===== config.mk =====
export PLATFORM = sky130hd
export DESIGN_NAME = cam_match_sequencer_flat
export DESIGN_NICKNAME = d
export VERILOG_FILES = /design/src/rtl/cam_pkg.sv /design/src/rtl/cam_match_sequencer_if.sv /design/src/rtl/match_prio_enc.sv /design/src/rtl/cam_match_sequencer.sv /design/src/flat_wrapper.sv
export SDC_FILE = /design/constraint.sdc
export NUM_CORES = 1
export LEC_CHECK = 0
export ABC_AREA = 0
export BUFFER_PORTS_ARGS = -buffer_cell sky130_fd_sc_hd__buf_2
export CAP_MARGIN = 20
export CORE_MARGIN = 10
export CORE_UTILIZATION = 30
export CTS_CLUSTER_DIAMETER = 200
export DETAILED_ROUTE_END_ITERATION = 8
export PLACE_DENSITY = 0.58
export SYNTH_ARGS = -nofsm -noshare
export SYNTH_HDL_FRONTEND = slang
export SYNTH_SLANG_ARGS = --single-unit
export TNS_END_PERCENT = 30

===== constraint.sdc =====
create_clock -name clk -period 11.8 [get_ports clk]
set_input_delay 1.77 -clock clk [delete_from_list [all_inputs] [get_ports clk]]
set_output_delay 1.77 -clock clk [all_outputs]
set_load 0.01 [all_outputs]

===== src/rtl/cam_pkg.sv =====
// Shared types and sizing for the CAM match-result path.
// Line count, address/count widths and the match sequencer state encoding.
package cam_pkg;

   localparam int CAM_LINES  = 128;
   localparam int CAM_ADDR_W = 7;

   typedef logic [CAM_ADDR_W-1:0] cam_addr_t;
   typedef logic [CAM_ADDR_W:0]   cam_cnt_t;

   typedef enum logic [1:0] {
      IDLE  = 2'd0,
      DRAIN = 2'd1,
      DONE  = 2'd2
   } match_seq_state_e;

endpackage


===== src/rtl/cam_match_sequencer_if.sv =====
// Search-in / hit-out / completion bundle of the match sequencer.
// The slave modport is the sequencer's view; master is the upstream+consumer side.
interface cam_match_sequencer_if
   import cam_pkg::*;
#(
   parameter int N_LINES = CAM_LINES,
   parameter int ADDR_W  = $clog2(N_LINES)
);

   logic               srch_valid;
   logic               srch_ready;
   logic [N_LINES-1:0] match_vec;
   logic               flush;
   logic               hit_valid;
   logic               hit_ready;
   logic [ADDR_W-1:0]  hit_addr;
   logic               hit_last;
   logic               done_valid;
   logic [ADDR_W:0]    done_count;
   logic               done_miss;
   logic               busy;

   modport slave (
      input  srch_valid, match_vec, flush, hit_ready,
      output srch_ready, hit_valid, hit_addr, hit_last,
             done_valid, done_count, done_miss, busy
   );

   modport master (
      output srch_valid, match_vec, flush, hit_ready,
      input  srch_ready, hit_valid, hit_addr, hit_last,
             done_valid, done_count, done_miss, busy
   );

endinterface


===== src/rtl/match_prio_enc.sv =====
// Highest-index-wins priority encoder, purely combinational (zero latency).
// pos_o is 0 when no bit is set; any_o flags a non-empty vector.
module match_prio_enc
   import cam_pkg::*;
#(
   parameter int N_LINES = CAM_LINES,
   parameter int ADDR_W  = $clog2(N_LINES)
) (
   input  logic [N_LINES-1:0] vec_i,
   output logic [ADDR_W-1:0]  pos_o,
   output logic               any_o
);

   // Ascending scan so the last (highest) set bit overwrites lower ones.
   always_comb begin
      pos_o = '0;
      for (int i = 0; i < N_LINES; i++) begin
         if (vec_i[i]) begin
            pos_o = ADDR_W'(i);
         end
      end
   end

   assign any_o = |vec_i;

endmodule


===== src/rtl/cam_match_sequencer.sv =====
// Streams every set line of a captured match vector, highest first, one per cycle;
// first hit one cycle after capture, holds stable under hit_ready backpressure, then a 1-cycle done pulse.
module cam_match_sequencer
   import cam_pkg::*;
#(
   parameter int N_LINES = CAM_LINES,
   parameter int ADDR_W  = $clog2(N_LINES)
) (
   input  logic                 clk,
   input  logic                 rst_n,
   cam_match_sequencer_if.slave bus
);

   localparam logic [N_LINES-1:0] PEND_ONE = {{(N_LINES-1){1'b0}}, 1'b1};
   localparam logic [ADDR_W:0]    CNT_ONE  = {{ADDR_W{1'b0}}, 1'b1};

   match_seq_state_e   state_q;
   logic [N_LINES-1:0] pend_q;
   logic [ADDR_W:0]    cnt_q;
   logic [ADDR_W:0]    cnt_d;
   logic               srch_rdy_q;
   logic               hit_vld_q;
   logic               done_vld_q;
   logic [ADDR_W:0]    done_cnt_q;
   logic               done_miss_q;
   logic               busy_q;

   logic [ADDR_W-1:0]  top_pos;
   logic               pend_any;
   logic               pend_single;
   logic               hit_last;

   match_prio_enc #(
      .N_LINES (N_LINES),
      .ADDR_W  (ADDR_W)
   ) u_prio_enc (
      .vec_i (pend_q),
      .pos_o (top_pos),
      .any_o (pend_any)
   );

   assign cnt_d       = cnt_q + CNT_ONE;
   assign pend_single = ((pend_q & (pend_q - PEND_ONE)) == '0);
   assign hit_last    = hit_vld_q & pend_any & pend_single;

   // Flush shares the reset path so an aborted search leaves no trace.
   always_ff @(posedge clk) begin
      if (!rst_n || bus.flush) begin
         state_q     <= IDLE;
         pend_q      <= '0;
         cnt_q       <= '0;
         srch_rdy_q  <= 1'b1;
         hit_vld_q   <= 1'b0;
         done_vld_q  <= 1'b0;
         done_cnt_q  <= '0;
         done_miss_q <= 1'b0;
         busy_q      <= 1'b0;
      end else begin
         done_vld_q  <= 1'b0;
         done_cnt_q  <= '0;
         done_miss_q <= 1'b0;
         unique case (state_q)
            IDLE: begin
               if (bus.srch_valid && srch_rdy_q) begin
                  pend_q     <= bus.match_vec;
                  cnt_q      <= '0;
                  srch_rdy_q <= 1'b0;
                  busy_q     <= 1'b1;
                  if (|bus.match_vec) begin
                     state_q   <= DRAIN;
                     hit_vld_q <= 1'b1;
                  end else begin
                     state_q     <= DONE;
                     done_vld_q  <= 1'b1;
                     done_miss_q <= 1'b1;
                  end
               end
            end
            DRAIN: begin
               if (bus.hit_ready) begin
                  pend_q[top_pos] <= 1'b0;
                  cnt_q           <= cnt_d;
                  if (hit_last) begin
                     state_q     <= DONE;
                     hit_vld_q   <= 1'b0;
                     done_vld_q  <= 1'b1;
                     done_cnt_q  <= cnt_d;
                     done_miss_q <= (cnt_d == '0);
                  end
               end
            end
            DONE: begin
               state_q    <= IDLE;
               srch_rdy_q <= 1'b1;
               busy_q     <= 1'b0;
            end
            default: begin
               state_q <= IDLE;
            end
         endcase
      end
   end

   assign bus.srch_ready = srch_rdy_q;
   assign bus.hit_valid  = hit_vld_q;
   assign bus.hit_addr   = top_pos;
   assign bus.hit_last   = hit_last;
   assign bus.done_valid = done_vld_q;
   assign bus.done_count = done_cnt_q;
   assign bus.done_miss  = done_miss_q;
   assign bus.busy       = busy_q;

endmodule


===== src/flat_wrapper.sv =====
// flat-port wrapper written by rule: the top's interface ports become plain ports
module cam_match_sequencer_flat import cam_pkg::*;
#(
   parameter int N_LINES = CAM_LINES,
   parameter int ADDR_W  = $clog2(N_LINES)
)
  (clk, rst_n, bus_srch_valid, bus_match_vec, bus_flush, bus_hit_ready, bus_srch_ready, bus_hit_valid, bus_hit_addr, bus_hit_last, bus_done_valid, bus_done_count, bus_done_miss, bus_busy);
  cam_match_sequencer_if #(.N_LINES(N_LINES), .ADDR_W(ADDR_W)) bus_i ();
  input  logic clk;
  input  logic rst_n;
  input wire logic [$bits(bus_i.srch_valid)-1:0] bus_srch_valid;
  input wire logic [$bits(bus_i.match_vec)-1:0] bus_match_vec;
  input wire logic [$bits(bus_i.flush)-1:0] bus_flush;
  input wire logic [$bits(bus_i.hit_ready)-1:0] bus_hit_ready;
  output wire logic [$bits(bus_i.srch_ready)-1:0] bus_srch_ready;
  output wire logic [$bits(bus_i.hit_valid)-1:0] bus_hit_valid;
  output wire logic [$bits(bus_i.hit_addr)-1:0] bus_hit_addr;
  output wire logic [$bits(bus_i.hit_last)-1:0] bus_hit_last;
  output wire logic [$bits(bus_i.done_valid)-1:0] bus_done_valid;
  output wire logic [$bits(bus_i.done_count)-1:0] bus_done_count;
  output wire logic [$bits(bus_i.done_miss)-1:0] bus_done_miss;
  output wire logic [$bits(bus_i.busy)-1:0] bus_busy;
  assign bus_i.srch_valid = bus_srch_valid;
  assign bus_i.match_vec = bus_match_vec;
  assign bus_i.flush = bus_flush;
  assign bus_i.hit_ready = bus_hit_ready;
  assign bus_srch_ready = bus_i.srch_ready;
  assign bus_hit_valid = bus_i.hit_valid;
  assign bus_hit_addr = bus_i.hit_addr;
  assign bus_hit_last = bus_i.hit_last;
  assign bus_done_valid = bus_i.done_valid;
  assign bus_done_count = bus_i.done_count;
  assign bus_done_miss = bus_i.done_miss;
  assign bus_busy = bus_i.busy;
  cam_match_sequencer #(.N_LINES(N_LINES), .ADDR_W(ADDR_W)) u_core (.clk(clk), .rst_n(rst_n), .bus(bus_i));
endmodule

==> flow_metrics.py, run 1 <==
metrics = {
    "die": {
        "die_w_um": 207,
        "die_h_um": 207,
        "num_rows": 68,
        "core_area_um2": 34600,
        "die_area_um2": 43000,
        "ios": 154,
        "start_util": 0.304,
    },
    "final_layout": {
        "antenna_cells_inserted": 0,
        "post-route-util": 0.355,
        "areaGrowthSynthToFinish_pct": 16.6,
        "most-common-layout-cells": "buf_2 (154), dfxtp_1 (151), nand2_1 (148)",
        "nets": 1618,
        "drive_above_1_share": 0.175,
        "layout_commonest_cell": "buf_2",
    },
    "route": {
        "wirelength_um": 51400,
        "drc": 0,
        "dr.first_iter.drc_count": 1409,
        "via_per_inst": 6.29,
        "wl_per_cell_um": 26.3,
        "via_count": 12300,
        "final_antenna_net_count": 0,
        "first_pass_iters": 5,
    },
    "placement": {
        "gp_congestion": 0.964,
        "dp.final_hpwl_um": 38800,
        "pre_cts_ws_ns": 5.66,
        "io_buffers": 153,
    },
    "grt": {
        "grt_start_max_net_pins": 79,
        "antenna_found_initial": 0,
        "grt.total_usage": 0.227,
        "grt_pass1_wl_um": 77100,
        "grt_pass1_vias": 11900,
        "grt.overflow.total": 0,
    },
    "logic_synthesis": {
        "ys_ff_latch": 151,
        "synth_cells": 1400,
        "synth-edff-count": 0,
        "syn_nets": 1535,
        "synth-warning-count": 0,
        "ys_types": 84,
        "synth_flop_cell": "dfxtp_1",
        "yosysSeqAreaShare": 0.287,
        "avgSynthCellArea_um2": 7.53,
        "async_reset_ff_frac": 0,
        "syn_area_um2": 10500,
    },
    "clock_network": {
        "worstSkewPairLatency_ns": 0.45,
        "cts_resized": 0,
        "cts-root-buf": "clkbuf_16",
        "htree_levels": 4,
        "postCtsSetupBuffers": 0,
        "clk_pin_slew_ns": 0.07,
        "cts-buffers-inserted": 17,
        "cts_sinks": 151,
        "clk_path_buf_depth": 2,
        "tritoncts": "built",
        "cts_hold_buf": 0,
    },
    "sta": {
        "clock.fmax_mhz": 147,
        "setup_ws_ns": 5.01,
        "final.period_utilization": 0.576,
        "finClkSkew_ns": 0.0116,
        "setup_viol": 0,
        "max_slew_margin": 0.155,
        "rsz0062_at_grt": "no",
        "tns_ns": 0,
        "period_needed_ns": 6.79,
        "worstMarginPinSlew_ns": 1.26,
        "slew_violations": 0,
        "hold_violations": 0,
    },
    "worst_setup_path": {
        "cp_num_buf_inv": 1,
        "path_class": "reg -> out",
        "cp_cell_sequence": "nor4_2 > nand4_1 > or4_1 > a22o_1 > a2111oi_0 > nand4_1 > nor2_1 > and3_1 > buf_2",
        "endpoint_kind": "output pin",
        "start_kind": "register",
        "cp_slowest_cell": "or4_1",
        "critPathArrivalTime_ns": 5.02,
        "cp_max_fo": 16,
        "crit_family": "simple AND/OR/NAND/NOR gates",
        "cp.required_ns": 10.03,
        "path_common_cell": "nand4_1",
        "slowest_delay_ns": 0.91,
    },
    "pwr": {
        "static-leakage-power_nw": 4.40,
        "peakVddDrop_v": 0.000111,
        "power_density_nw_per_um2": 134,
    },
    "outcome": {
        "status": "completed",
    },
    "worst_hold_path": {
        "hold_class": "reg -> reg",
    },
    "job": {
        "drv_cap": 0,
    },
}
==> cells by family after synthesis <==
family	count (synthesis)	synth area share
XOR/XNOR	7	0.00582
adder cells (fa/ha/maj)	4	0.00427
AO/OA/AOI/OAI	437	0.297
buffers and inverters	161	0.0606
AND/OR/NAND/NOR	594	0.302
multiplexers	46	0.0437
flip-flops	151	0.287
==> worst min-delay path, stage by stage, from the launching register on <==
cell and delay [ns]:
dfxtp_1 0.31, inv_1 0.04, a21boi_0 0.07
==> cells in the mapped netlist (31+ instances only) <==
cell type | number | area share
dfxtp_1 | 151 | 0.29
nand2_1 | 148 | 0.053
nor2_1 | 125 | 0.045
clkbuf_1 | 101 | 0.036
a21oi_1 | 98 | 0.047
nor4_1 | 86 | 0.051
a211oi_1 | 56 | 0.040
nor3_1 | 52 | 0.025
o21ai_0 | 48 | 0.023
inv_1 | 47 | 0.017
mux2i_1 | 46 | 0.044
nand3_1 | 43 | 0.020
a221oi_1 | 31 | 0.026
==> power by group <==
group	total (mW)	leakage, nW	switching, mW	internal (mW)
combinational	0.506	2.88	0.346	0.159
clock	0.576	0.293	0.250	0.326
sequential	0.561	1.23	0.0352	0.526
==> path summary, 6_finish.rpt <==
kind	startpoint	depth (start not counted)	slack, ns	end
max	u_core.pend_q[8]$_SDFFE_PP0P_	9	5.01	bus_hit_last
min	u_core.bus.busy$_SDFFE_PP0P_	2	0.47	u_core.bus.busy$_SDFFE_PP0P_
max reg2reg	u_core.pend_q[89]$_SDFFE_PP0P_	10	6.93	u_core.pend_q[26]$_SDFFE_PP0P_
min reg2reg	u_core.bus.busy$_SDFFE_PP0P_	2	0.47	u_core.bus.busy$_SDFFE_PP0P_
==> cell type report <==
class / instances / area, um^2
well taps: 455 / 569
clock buffers: 20 / 457
multi-input cells: 1088 / 6940
flip-flops and latches: 151 / 3020
inverters: 47 / 176
fillers: 3668 / 22300
clock inverters: 12 / 145
repair buffers: 178 / 971
==> per-stage QoR <==
stage	hold slack [ns]	total power, mW	cells	instance area (um^2)
after floorplan	0.468	0.859	1400	10500
after global placement	0.453	1.06	1914	11600
after detailed placement	0.455	1.06	1917	11700
after CTS	0.474	1.64	1949	12300
after global routing	0.521	1.71	1951	12300
final	0.472	1.64	1951	12300
==> sequential cells by signal, indices dropped and copies added, names as in the netlist <==
register / count
u_core.bus.done_count: 8
u_core.bus.hit_valid: 1
u_core.bus.srch_ready: 1
u_core.cnt_q: 8
u_core.pend_q: 128
u_core.bus.done_valid: 1
u_core.bus.busy: 1
u_core.bus.done_miss: 1
u_core.state_q: 2
==> per-layer routing <==
metal	share of wire	vias to the layer above	track usage
li1	-	5625	-
met1	0.45	6063	0.305
met5	0	-	0
met2	0.46	502	0.362
met4	0.025	0	0.0695
met3	0.064	75	0.0406
No activity file was read; power rests on OpenSTA's default activity.
==> run 2: changes to the inputs <==
- ABC_AREA: 0 -> 1
- clock period: 11.8 -> 7 ns (I/O delays scaled with it)
==> run 2 against run 1 <==
  * The flow now finishes with violations (setup timing)
  * Cell area increased by 23%
  * Worst hold slack lost 0.00062 ns
  * Global-route usage down 3.2 points
  * Critical path depth rose by 117
  * Die area increased by 15%
  * Synthesized cell count up 48%
  * Critical endpoint is now bus_hit_addr[0]
==> flow_metrics.py, run 2 <==
metrics = {
    "outcome": {
        "status": "finished, violations left",
        "failed_checks": "setup timing",
    },
    "route": {
        "via_count": 14600,
        "via_per_inst": 5.22,
        "final_antenna_net_count": 0,
        "wl_per_cell_um": 17.8,
        "first_pass_iters": 5,
        "dr.first_iter.drc_count": 1236,
        "wirelength_um": 50000,
        "drc": 0,
    },
    "logic_synthesis": {
        "syn_area_um2": 12300,
        "synth_flop_cell": "dfxtp_1",
        "synth_compound_area_frac": 0.248,
        "ys_types": 60,
        "netlist.top_cell.by_area": "dfxtp_1",
        "async_reset_ff_frac": 0,
        "synthTopCellsByCount": "nor2_1 (356), nand2_1 (344), a21oi_1 (237)",
        "synth_simple_gate_area_frac": 0.354,
        "yosysMostFrequentCell": "nor2_1",
        "synth-warning-count": 0,
        "synth_area_leaders": "dfxtp_1 (25%), nor2_1 (11%), nand2_1 (10%)",
        "synth_top_family_by_area": "simple AND/OR/NAND/NOR gates",
        "synth_cells": 2069,
        "ys_ff_latch": 151,
        "avgSynthCellArea_um2": 5.96,
        "synth-edff-count": 0,
        "yosysSeqAreaShare": 0.245,
        "synth_top_area_frac": 0.245,
        "synth-xor-area-share": 0.00426,
        "syn_nets": 2204,
        "synthMuxAreaShare": 0,
        "synthAdderAreaFrac": 0.00203,
    },
    "final_layout": {
        "stdcell_count": 2808,
        "nets": 2397,
        "largest_register": "u_core.pend_q",
        "fillCellCount": 4461,
        "most-common-layout-cells": "nor2_1 (348), nand2_1 (341), a21oi_1 (235)",
        "areaGrowthSynthToFinish_pct": 22.5,
        "drive_above_1_share": 0.213,
        "largest_reg_flops": 128,
        "layout_commonest_cell": "nor2_1",
        "post-route-util": 0.371,
    },
    "grt": {
        "grt.overflow.total": 0,
        "grt_pass1_vias": 14100,
        "grt_pass1_wl_um": 79100,
        "grt_start_max_net_pins": 109,
        "grt.total_usage": 0.196,
        "antenna_found_initial": 3,
    },
    "worst_setup_path": {
        "critPathArrivalTime_ns": 7.33,
        "path_class": "reg -> out",
        "cp_max_fo": 2,
        "cp.required_ns": 5.95,
        "timing.rr.start": "u_core.pend_q[2]$_SDFFE_PP0P_",
        "start_kind": "register",
        "slowest_delay_ns": 0.34,
        "r2r_cells": 128,
        "endpoint_kind": "output pin",
        "cp_slowest_cell": "dfxtp_2",
        "reg2reg_to": "u_core.pend_q[102]$_SDFFE_PP0P_",
        "path_common_cell": "nand2_1",
        "r2r_slack_ns": -0.87,
    },
    "sta": {
        "final.period_utilization": 1.20,
        "setup_ws_ns": -1.38,
        "rsz0062_at_grt": "yes",
        "slew_violations": 0,
        "setup_viol": 142,
        "worstMarginPinSlew_ns": 1.02,
        "tns_ns": -90.83,
        "period_needed_ns": 8.38,
        "max_slew_margin": 0.312,
        "finClkSkew_ns": 0.0132,
        "hold_violations": 0,
        "clock.fmax_mhz": 119,
    },
    "clock_network": {
        "cts-buffers-inserted": 17,
        "worstSkewPairLatency_ns": 0.45,
        "cts_sinks": 151,
        "htree_levels": 4,
        "tritoncts": "built",
        "cts-root-buf": "clkbuf_16",
        "clk_pin_slew_ns": 0.06,
        "clk_path_buf_depth": 2,
    },
    "placement": {
        "dp.final_hpwl_um": 35600,
        "gp_congestion": 0.984,
        "dp.cells": 2740,
        "io_buffers": 153,
    },
    "worst_hold_path": {
        "whs_path_depth": 2,
        "hold_path_end": "u_core.bus.busy$_SDFFE_PP0P_",
        "hold_class": "reg -> reg",
        "min-delay-start": "u_core.bus.busy$_SDFFE_PP0P_",
    },
    "die": {
        "num_rows": 74,
        "die_w_um": 223,
        "die_area_um2": 49600,
        "core_area_um2": 40700,
        "start_util": 0.303,
        "die_h_um": 223,
        "ios": 154,
    },
    "pwr": {
        "p_total_mw": 3.19,
        "peakVddDrop_v": 0.000153,
        "power_density_nw_per_um2": 211,
        "static-leakage-power_nw": 6.19,
    },
    "job": {
        "drv_cap": 0,
    },
}
[run 2: layout make-up]
| cell class | count | area (um^2) | area share |
|---|---|---|---|
| Sequential cell | 151 | 3030 | 0.200 |
| Clock inverter | 11 | 150 | 0.00994 |
| Multi-Input combinational cell | 1526 | 7690 | 0.509 |
| Antenna cell | 2 | 5.00 | 0.000331 |
| Timing Repair Buffer | 277 | 1890 | 0.125 |
| Inverter | 289 | 1230 | 0.0815 |
| Clock buffer | 20 | 447 | 0.0296 |
| Tap cell | 532 | 666 | 0.0441 |
[run 2: metrics by stage]
stage / instance area [um^2] / hold slack, ns / worst slack, ns
after CTS: 15000 / 0.474 / -1.35
final: 15100 / 0.471 / -1.38
after global placement: 13900 / 0.454 / -1.51
after detailed placement: 13900 / 0.464 / -1.62
after global routing: 15100 / 0.492 / -2.84
after floorplan: 12300 / 0.457 / 0.0698
[run 2: layer usage]
metal	vias to the layer above	GRT usage	routed length [um]	part of all wire
li1	7282	-	-	-
met1	6854	0.247	22100	0.44
met2	443	0.327	23400	0.47
met3	64	0.0360	2920	0.058
met4	2	0.0695	1520	0.030
met5	-	0	13	0.00026
[run 2: kinds of logic (layout without fill, tap and decap cells)]
| logic type | count (synthesis) | after routing |
|---|---|---|
| AOI/OAI and AO/OA | 534 | 534 |
| xor gates and xnor gates | 6 | 6 |
| adders and majority gates | 2 | 2 |
| buffers and inverters | 392 | 597 |
| DFF | 151 | 151 |
| other | 0 | 2 |
| and+or+nand+nor | 984 | 984 |
[run 2: worst max path at each step]
stage               cells past startpoint  slack, ns               to                           from
finish                                126      -1.38  bus_hit_addr[0]  u_core.pend_q[2]$_SDFFE_PP0P_
global route                          126      -2.84  bus_hit_addr[0]  u_core.pend_q[2]$_SDFFE_PP0P_
CTS                                   126      -1.35  bus_hit_addr[0]  u_core.pend_q[2]$_SDFFE_PP0P_
detailed placement                     50      -1.62     bus_hit_last  u_core.pend_q[1]$_SDFFE_PP0P_
global placement                       50      -1.51     bus_hit_last  u_core.pend_q[0]$_SDFFE_PP0P_
floorplan                             123       0.07  bus_hit_addr[0]  u_core.pend_q[5]$_SDFFE_PP0P_
[run 2: what timing repair did]
item                                    in CTS  in global routing
hold buffers                                 0                  0
endpoints found under the setup margin     142                143
resized for setup                           45                  1
setup buffers                               28                  0
cloned                                       5                  0
pin swaps                                   17                  1
[run 2: where the power goes]
part	switching [mW]	internal (mW)	leakage, nW
logic	0.851	0.421	4.67
clock network	0.397	0.569	0.286
registers	0.0500	0.904	1.23
total	1.30	1.89	6.19
[run 2: critical path: cells and delay by family, from the launching register on]
kind,cells,cell delay (ns)
buf+inv,2,0.20
flops,1,0.34
simple gates,124,6.30
